$ cat config.mk
export PLATFORM = sky130hd
export DESIGN_NAME = ibus_cksyn_core
export DESIGN_NICKNAME = d
export VERILOG_FILES = /design/src/rtl/ibus_cksyn_core.sv
export SDC_FILE = /design/constraint.sdc
export NUM_CORES = 1
export LEC_CHECK = 0
export CAP_MARGIN = 20
export CORE_AREA = 2 2 59 61
export CTS_BUF_LIST = sky130_fd_sc_hd__clkbuf_8 sky130_fd_sc_hd__clkbuf_16
export DETAILED_ROUTE_END_ITERATION = 10
export DIE_AREA = 0 0 61 63
export HOLD_SLACK_MARGIN = 0.02
export MAX_ROUTING_LAYER = met4
export PLACE_DENSITY_LB_ADDON = 0.15
export SLEW_MARGIN = 20
export SYNTH_ARGS = -nofsm -noshare
export SYNTH_HDL_FRONTEND = slang
export SYNTH_SLANG_ARGS = --single-unit
$ cat constraint.sdc
create_clock -name clk -period 4.34 [get_ports clk]
set_clock_uncertainty 0.15 [all_clocks]
set_input_delay 0.868 -clock clk [delete_from_list [all_inputs] [get_ports clk]]
set_output_delay 0.868 -clock clk [all_outputs]
set_load 0.005 [all_outputs]
$ cat src/rtl/ibus_cksyn_core.sv
// ibus_cksyn_core: measures the clk_ext period in clk cycles from a toggle level.
// Define IBUS_CKSYN_WATCHDOG_EN to add the loss watchdog and LOST state.
module ibus_cksyn_core #(
  parameter int SYNC_STAGES = 2,
  parameter int RATIO_W     = 8,
  parameter int TIMEOUT     = 200
) (
  input  logic               clk,
  input  logic               rst_a,
  input  logic               toggle,
  output logic               ext_edge,
  output logic [RATIO_W-1:0] ratio,
  output logic               ratio_vld,
  output logic               locked,
  output logic               lost
);

  localparam logic [RATIO_W-1:0] CNT_MAX = {RATIO_W{1'b1}};
  localparam logic [RATIO_W-1:0] CNT_ONE = {{(RATIO_W-1){1'b0}}, 1'b1};
`ifdef IBUS_CKSYN_WATCHDOG_EN
  localparam logic [RATIO_W-1:0] TO_LAST = RATIO_W'(TIMEOUT - 1);
`endif

  typedef enum logic [2:0] {
    ST_IDLE,
    ST_MEAS,
    ST_ACQ,
`ifdef IBUS_CKSYN_WATCHDOG_EN
    ST_LOST,
`endif
    ST_LOCK
  } state_e;

  logic [SYNC_STAGES-1:0] sync_q, sync_d;
  logic                   tog_s;
  logic                   tog_d_q, tog_d_d;
  logic [RATIO_W-1:0]     cnt_q, cnt_d;
  logic [RATIO_W-1:0]     ratio_q, ratio_d;
  logic                   vld_q, vld_d;
  logic                   locked_q, locked_d;
  state_e                 state_q, state_d;
  logic [RATIO_W-1:0]     meas;
  logic [RATIO_W-1:0]     diff;
  logic                   close;
`ifdef IBUS_CKSYN_WATCHDOG_EN
  logic                   lost_q, lost_d;
  logic                   timeout;
`endif

  assign tog_s    = sync_q[SYNC_STAGES-1];
  assign ext_edge = tog_s ^ tog_d_q;

  // meas doubles as the saturating increment of the counter
  always_comb begin
    sync_d  = {sync_q[SYNC_STAGES-2:0], toggle};
    tog_d_d = tog_s;
    meas    = (cnt_q == CNT_MAX) ? CNT_MAX : cnt_q + CNT_ONE;
    cnt_d   = ext_edge ? '0 : meas;
    diff    = (meas >= ratio_q) ? meas - ratio_q : ratio_q - meas;
    close   = (diff <= CNT_ONE) && (meas != CNT_MAX);
  end

  always_comb begin
    state_d = state_q;
    ratio_d = ratio_q;
    vld_d   = vld_q;
    unique case (state_q)
      ST_IDLE: if (ext_edge) state_d = ST_MEAS;
      ST_MEAS: begin
        if (ext_edge) begin
          state_d = ST_ACQ;
          ratio_d = meas;
          vld_d   = 1'b1;
        end
      end
      ST_ACQ: begin
        if (ext_edge) begin
          ratio_d = meas;
          if (close) state_d = ST_LOCK;
        end
      end
      ST_LOCK: begin
        if (ext_edge) begin
          ratio_d = meas;
          if (!close) state_d = ST_ACQ;
        end
      end
`ifdef IBUS_CKSYN_WATCHDOG_EN
      ST_LOST: if (ext_edge) state_d = ST_MEAS;
`endif
      default: state_d = ST_IDLE;
    endcase
`ifdef IBUS_CKSYN_WATCHDOG_EN
    // an edge on the timeout cycle wins, so only edge-free cycles can expire
    timeout = !ext_edge && (cnt_q == TO_LAST) &&
              (state_q == ST_MEAS || state_q == ST_ACQ ||
               state_q == ST_LOCK);
    if (timeout) begin
      state_d = ST_LOST;
      vld_d   = 1'b0;
    end
    lost_d = (state_d == ST_LOST);
`endif
    locked_d = (state_d == ST_LOCK);
  end

  always_ff @(posedge clk) begin
    if (rst_a) begin
      sync_q   <= '0;
      tog_d_q  <= 1'b0;
      cnt_q    <= '0;
      ratio_q  <= '0;
      vld_q    <= 1'b0;
      locked_q <= 1'b0;
      state_q  <= ST_IDLE;
`ifdef IBUS_CKSYN_WATCHDOG_EN
      lost_q   <= 1'b0;
`endif
    end else begin
      sync_q   <= sync_d;
      tog_d_q  <= tog_d_d;
      cnt_q    <= cnt_d;
      ratio_q  <= ratio_d;
      vld_q    <= vld_d;
      locked_q <= locked_d;
      state_q  <= state_d;
`ifdef IBUS_CKSYN_WATCHDOG_EN
      lost_q   <= lost_d;
`endif
    end
  end

  assign ratio     = ratio_q;
  assign ratio_vld = vld_q;
  assign locked    = locked_q;
`ifdef IBUS_CKSYN_WATCHDOG_EN
  assign lost      = lost_q;
`else
  assign lost      = 1'b0;
`endif

endmodule

==> results <==
- The run finished with clean final reports.
- The worst setup path is launched from a flop.
- The TritonCTS clock tree is built.
- Walking the worst path, the cells encountered are ha_1, and2_1, and2_1, nor2_1, inv_1, fa_1, and2b_2, o221ai_1, or4_1, nor4_1, a41oi_1, a21oi_1.
- Among all stages on the critical path, the largest delay is contributed by sky130_fd_sc_hd__or4_1.
- The critical path arrival is 3.67 ns.
- The final layout contains routed wiring with a total length of 4.05 mm.
- The first-pass GRT wire length is about 6.8 mm.
- Of the total synthesized cell area, the portion taken by full adders, half adders and majority gates is approximately 14%.
- Across all setup checks in the final design, the least slack found is about 0.73 ns.
- The repair_antennas step left the layout with diodes totalling 0.
- The overall fraction of global-route tracks in use is about a quarter.
- The final setup TNS is 0 ns.
- Dividing total power by cell area gives a power density of 247 nW/um2.
- For this run, the top clock speed supported by timing is about 0.28 GHz.
- The worst hold-check slack is 0.323 ns.
- The most used flip-flop cell after synthesis is sky130_fd_sc_hd__dfxtp_1.
- At the end of the flow, the number of nets in the layout was 251.
- Clock tree synthesis inserted a total of 3 buffers.
- Leaving out fill and tap cells, the most frequent cells in the layout are sky130_fd_sc_hd__nor2_1, sky130_fd_sc_hd__dfxtp_1, sky130_fd_sc_hd__inv_1, sky130_fd_sc_hd__ha_1, sky130_fd_sc_hd__clkdlybuf4s50_1.
- The routability-driven placement congestion ratio is about 0.95.
- The transition time at the pin with the least slew margin is between 1 and 1.5 ns.
- The largest family of logic cells by synthesized area is simple AND/OR/NAND/NOR gates.
- The number of vias per cell is roughly 5.8.
- The synthesized netlist devotes 22.5% of its cell area to compound gates.
- The data required time of the worst path is ~4.4 ns.
- Buffers added to address setup during post-CTS repair amount to 0.
- In this design, the stage delay of the slowest critical-path cell is 0.53 ns.
- The post-cts gate resize count is 0.
- Detailed routing inserted a total of 1587 vias.
- The via count of the first global-routing pass is roughly 1500.
- The first detailed-routing pass took 4 iterations.
- The die span in x is 61 um.
- The count of nets left with antenna violations once routing finished came out at 0.
- The worst pin sits at a relative slew slack of about 31%.
- Measured along the y axis, the die boundary spans 63 um.
- The final core utilization is 61.1%.
- During synthesis, Yosys emitted a total of 0 warnings.
- The share of the yosys chip area belonging to registers is a little over a quarter.
- In the routed design, unresolved DRC markers number 0.
- The area growth from synthesis to layout is 12.2%.
- The floorplan step defined a core boundary enclosing between 3000 and 4000 um2.
- The worst setup path is captured at a flop.
- Across the run, the number of max-cap violations was 0.
- Setup repair after global routing left no endpoint under its margin.
- The detailed router finished its first iteration with roughly 140 violations.
- The mean cell area of the mapped netlist is between 8 and 9 um2.
- The HPWL after detailed placement is around 3.2 mm.
- The area taken by flip-flops and latches is 480 um2.
- The clock tree root buffer cell is sky130_fd_sc_hd__clkbuf_8.
- Prior to clock tree synthesis, the placed netlist has a worst setup slack of 0.736 ns.
- Row generation in the floorplan step produced 21 rows.
- Subtracting the final worst setup slack from the clock period gives 3.61 ns.
- CTS built an H-tree with a depth of 1.
- Counting flops with a built-in enable in the synthesized netlist gives 0.
- Along the worst path, the maximum fanout reaches 5.
- The effective utilization at floorplan is 54.4%.
- The count of endpoints failing hold in the final timing report is 0.
- Summing the areas of all xor and xnor instances in the mapped netlist gives under 10% of the synthesized area.
- The count of endpoints failing setup in the final report is 0.
- Of the available clock period, the critical path in the final layout requires about 83%.
- The basic-gate share of the synthesized area counting and, or, nand and nor cells is 24.3%.
- The footprint of the multi-input gates is ~1200 um2.
- The maximum clock path buffer count is 2.
- Once placement completed, the tool counted placed cells totaling 271.
- The total overflow reported by the global router is 0.
- The die outline area is between 3000 and 4000 um2.
- After clock tree synthesis, the clock-pin slew on the worst setup and hold paths is 0.09 ns.
- The initial antenna violation count is 0.
- The count of pins over their slew limit is 0.
- The sink count of the clock tree is 24.
- Summing every instance area after synthesis gives roughly 1800 um2.
- The tightest min-delay check is of the flop to flop type.
- The number of hold-repair buffers added at the cts stage is 0.
- The distinct cell type count of the synthesized netlist is 58.
- For this design the top-level I/O count stands at 15.
- The leakage power figure is 0.786 nW.
- The type of the setup path with the least slack is flop to flop.
- Port buffering added 13 buffers.
- IR analysis of the VDD net gives a maximum drop of 0.000188 V.
- The number of register bits inferred by synthesis is 24.
- The most numerous cell type found on the critical path is sky130_fd_sc_hd__and2_1.
- Excluding fillers, the count of instances in the completed layout stands at 275.
- The instance count of the mapped netlist is around 220.
- The filler cells instantiated in the layout total 295.
- The mux share of post-synthesis cell area is 2.84%.
- The final routed wire length divided by cell count is 14.7 um.
- The insertion delay of the later-clocked pin in the worst-skew pair is 0.27 ns.
- The most frequent standard cell in the layout excluding fill and tap cells is sky130_fd_sc_hd__nor2_1.
- Entering global routing, the biggest net connects 17 pins.
- Of the cells placed in the final design, the portion with a size suffix greater than 1 is 5.68%.
- The async set or reset register ratio after synthesis is 0%.
cell type report:
| class | instances | area share (%) |
|---|---|---|
| Clock buffer | 4 | 2.79 |
| Inverter | 20 | 3.80 |
| Multi-Input combinational cell | 168 | 59.5 |
| Sequential cell | 24 | 24.4 |
| Tap cell | 46 | 2.92 |
| Timing Repair Buffer | 13 | 6.59 |
cells in the mapped netlist (5+ instances only):
cell,count,area share [%]
sky130_fd_sc_hd__nor2_1,35,7.5
sky130_fd_sc_hd__dfxtp_1,24,27
sky130_fd_sc_hd__inv_1,19,4.1
sky130_fd_sc_hd__ha_1,16,11
sky130_fd_sc_hd__a21oi_1,10,2.8
sky130_fd_sc_hd__a211oi_1,8,3.4
sky130_fd_sc_hd__o21ai_0,7,2.0
sky130_fd_sc_hd__nand2_1,6,1.3
sky130_fd_sc_hd__nor2b_1,6,2.1
sky130_fd_sc_hd__mux2i_1,5,2.8
sky130_fd_sc_hd__nand3_1,5,1.4
cells by family after synthesis:
group           count (synthesis)
compound gates                 54
xor+xnor                        5
fa+ha+maj                      19
buf+inv                        27
flops                          24
mux                             5
other cells                     1
simple gates                   83
power breakdown:
group	total [mW]	internal [mW]	leakage, nW	switching (mW)
Sequential	0.230	0.225	0.195	0.00467
Clock	0.152	0.0810	0.0288	0.0714
Combinational	0.106	0.0482	0.562	0.0575
through the flow:
stage | instance area, um2 | power, mW
floorplan | 1760 | 0.316
global placement | 1920 | 0.336
detailed placement | 1920 | 0.339
CTS | 1970 | 0.490
global route | 1970 | 0.515
finish | 1970 | 0.488
routing by layer:
layer	global-route usage [%]	vias to the layer above	wire length, um
met5	-	-	0
met4	5.98	0	55
met3	4.14	6	194
met2	37.6	41	1980
met1	31.8	744	1830
li1	-	796	-
final timing paths:
| kind | start | endpoint | cells after the start | slack (ns) |
|---|---|---|---|---|
| min reg2reg | sync_q[0]$_SDFF_PP0_ | sync_q[1]$_SDFF_PP0_ | 1 | 0.32 |
| max reg2reg | cnt_q[0]$_SDFF_PP0_ | state_q[0]$_SDFF_PP0_ | 12 | 0.73 |
| max | cnt_q[0]$_SDFF_PP0_ | state_q[0]$_SDFF_PP0_ | 12 | 0.73 |
| min | sync_q[0]$_SDFF_PP0_ | sync_q[1]$_SDFF_PP0_ | 1 | 0.32 |
flip-flops by register name, summed over array words and instances (netlist names):
| signal | count |
|---|---|
| cnt_q | 8 |
| tog_d_q | 1 |
| state_q | 3 |
| sync_q | 2 |
| ratio | 8 |
| locked | 1 |
| ratio_vld | 1 |
worst max-delay path: cells and delay by family (launching register included):
kind	cells	cell delay, ns
compound gates	3	0.47
fa+ha+maj	2	0.67
buf+inv	1	0.15
flops	1	0.35
simple gates	6	1.78
(Power assumes the default switching activity.)
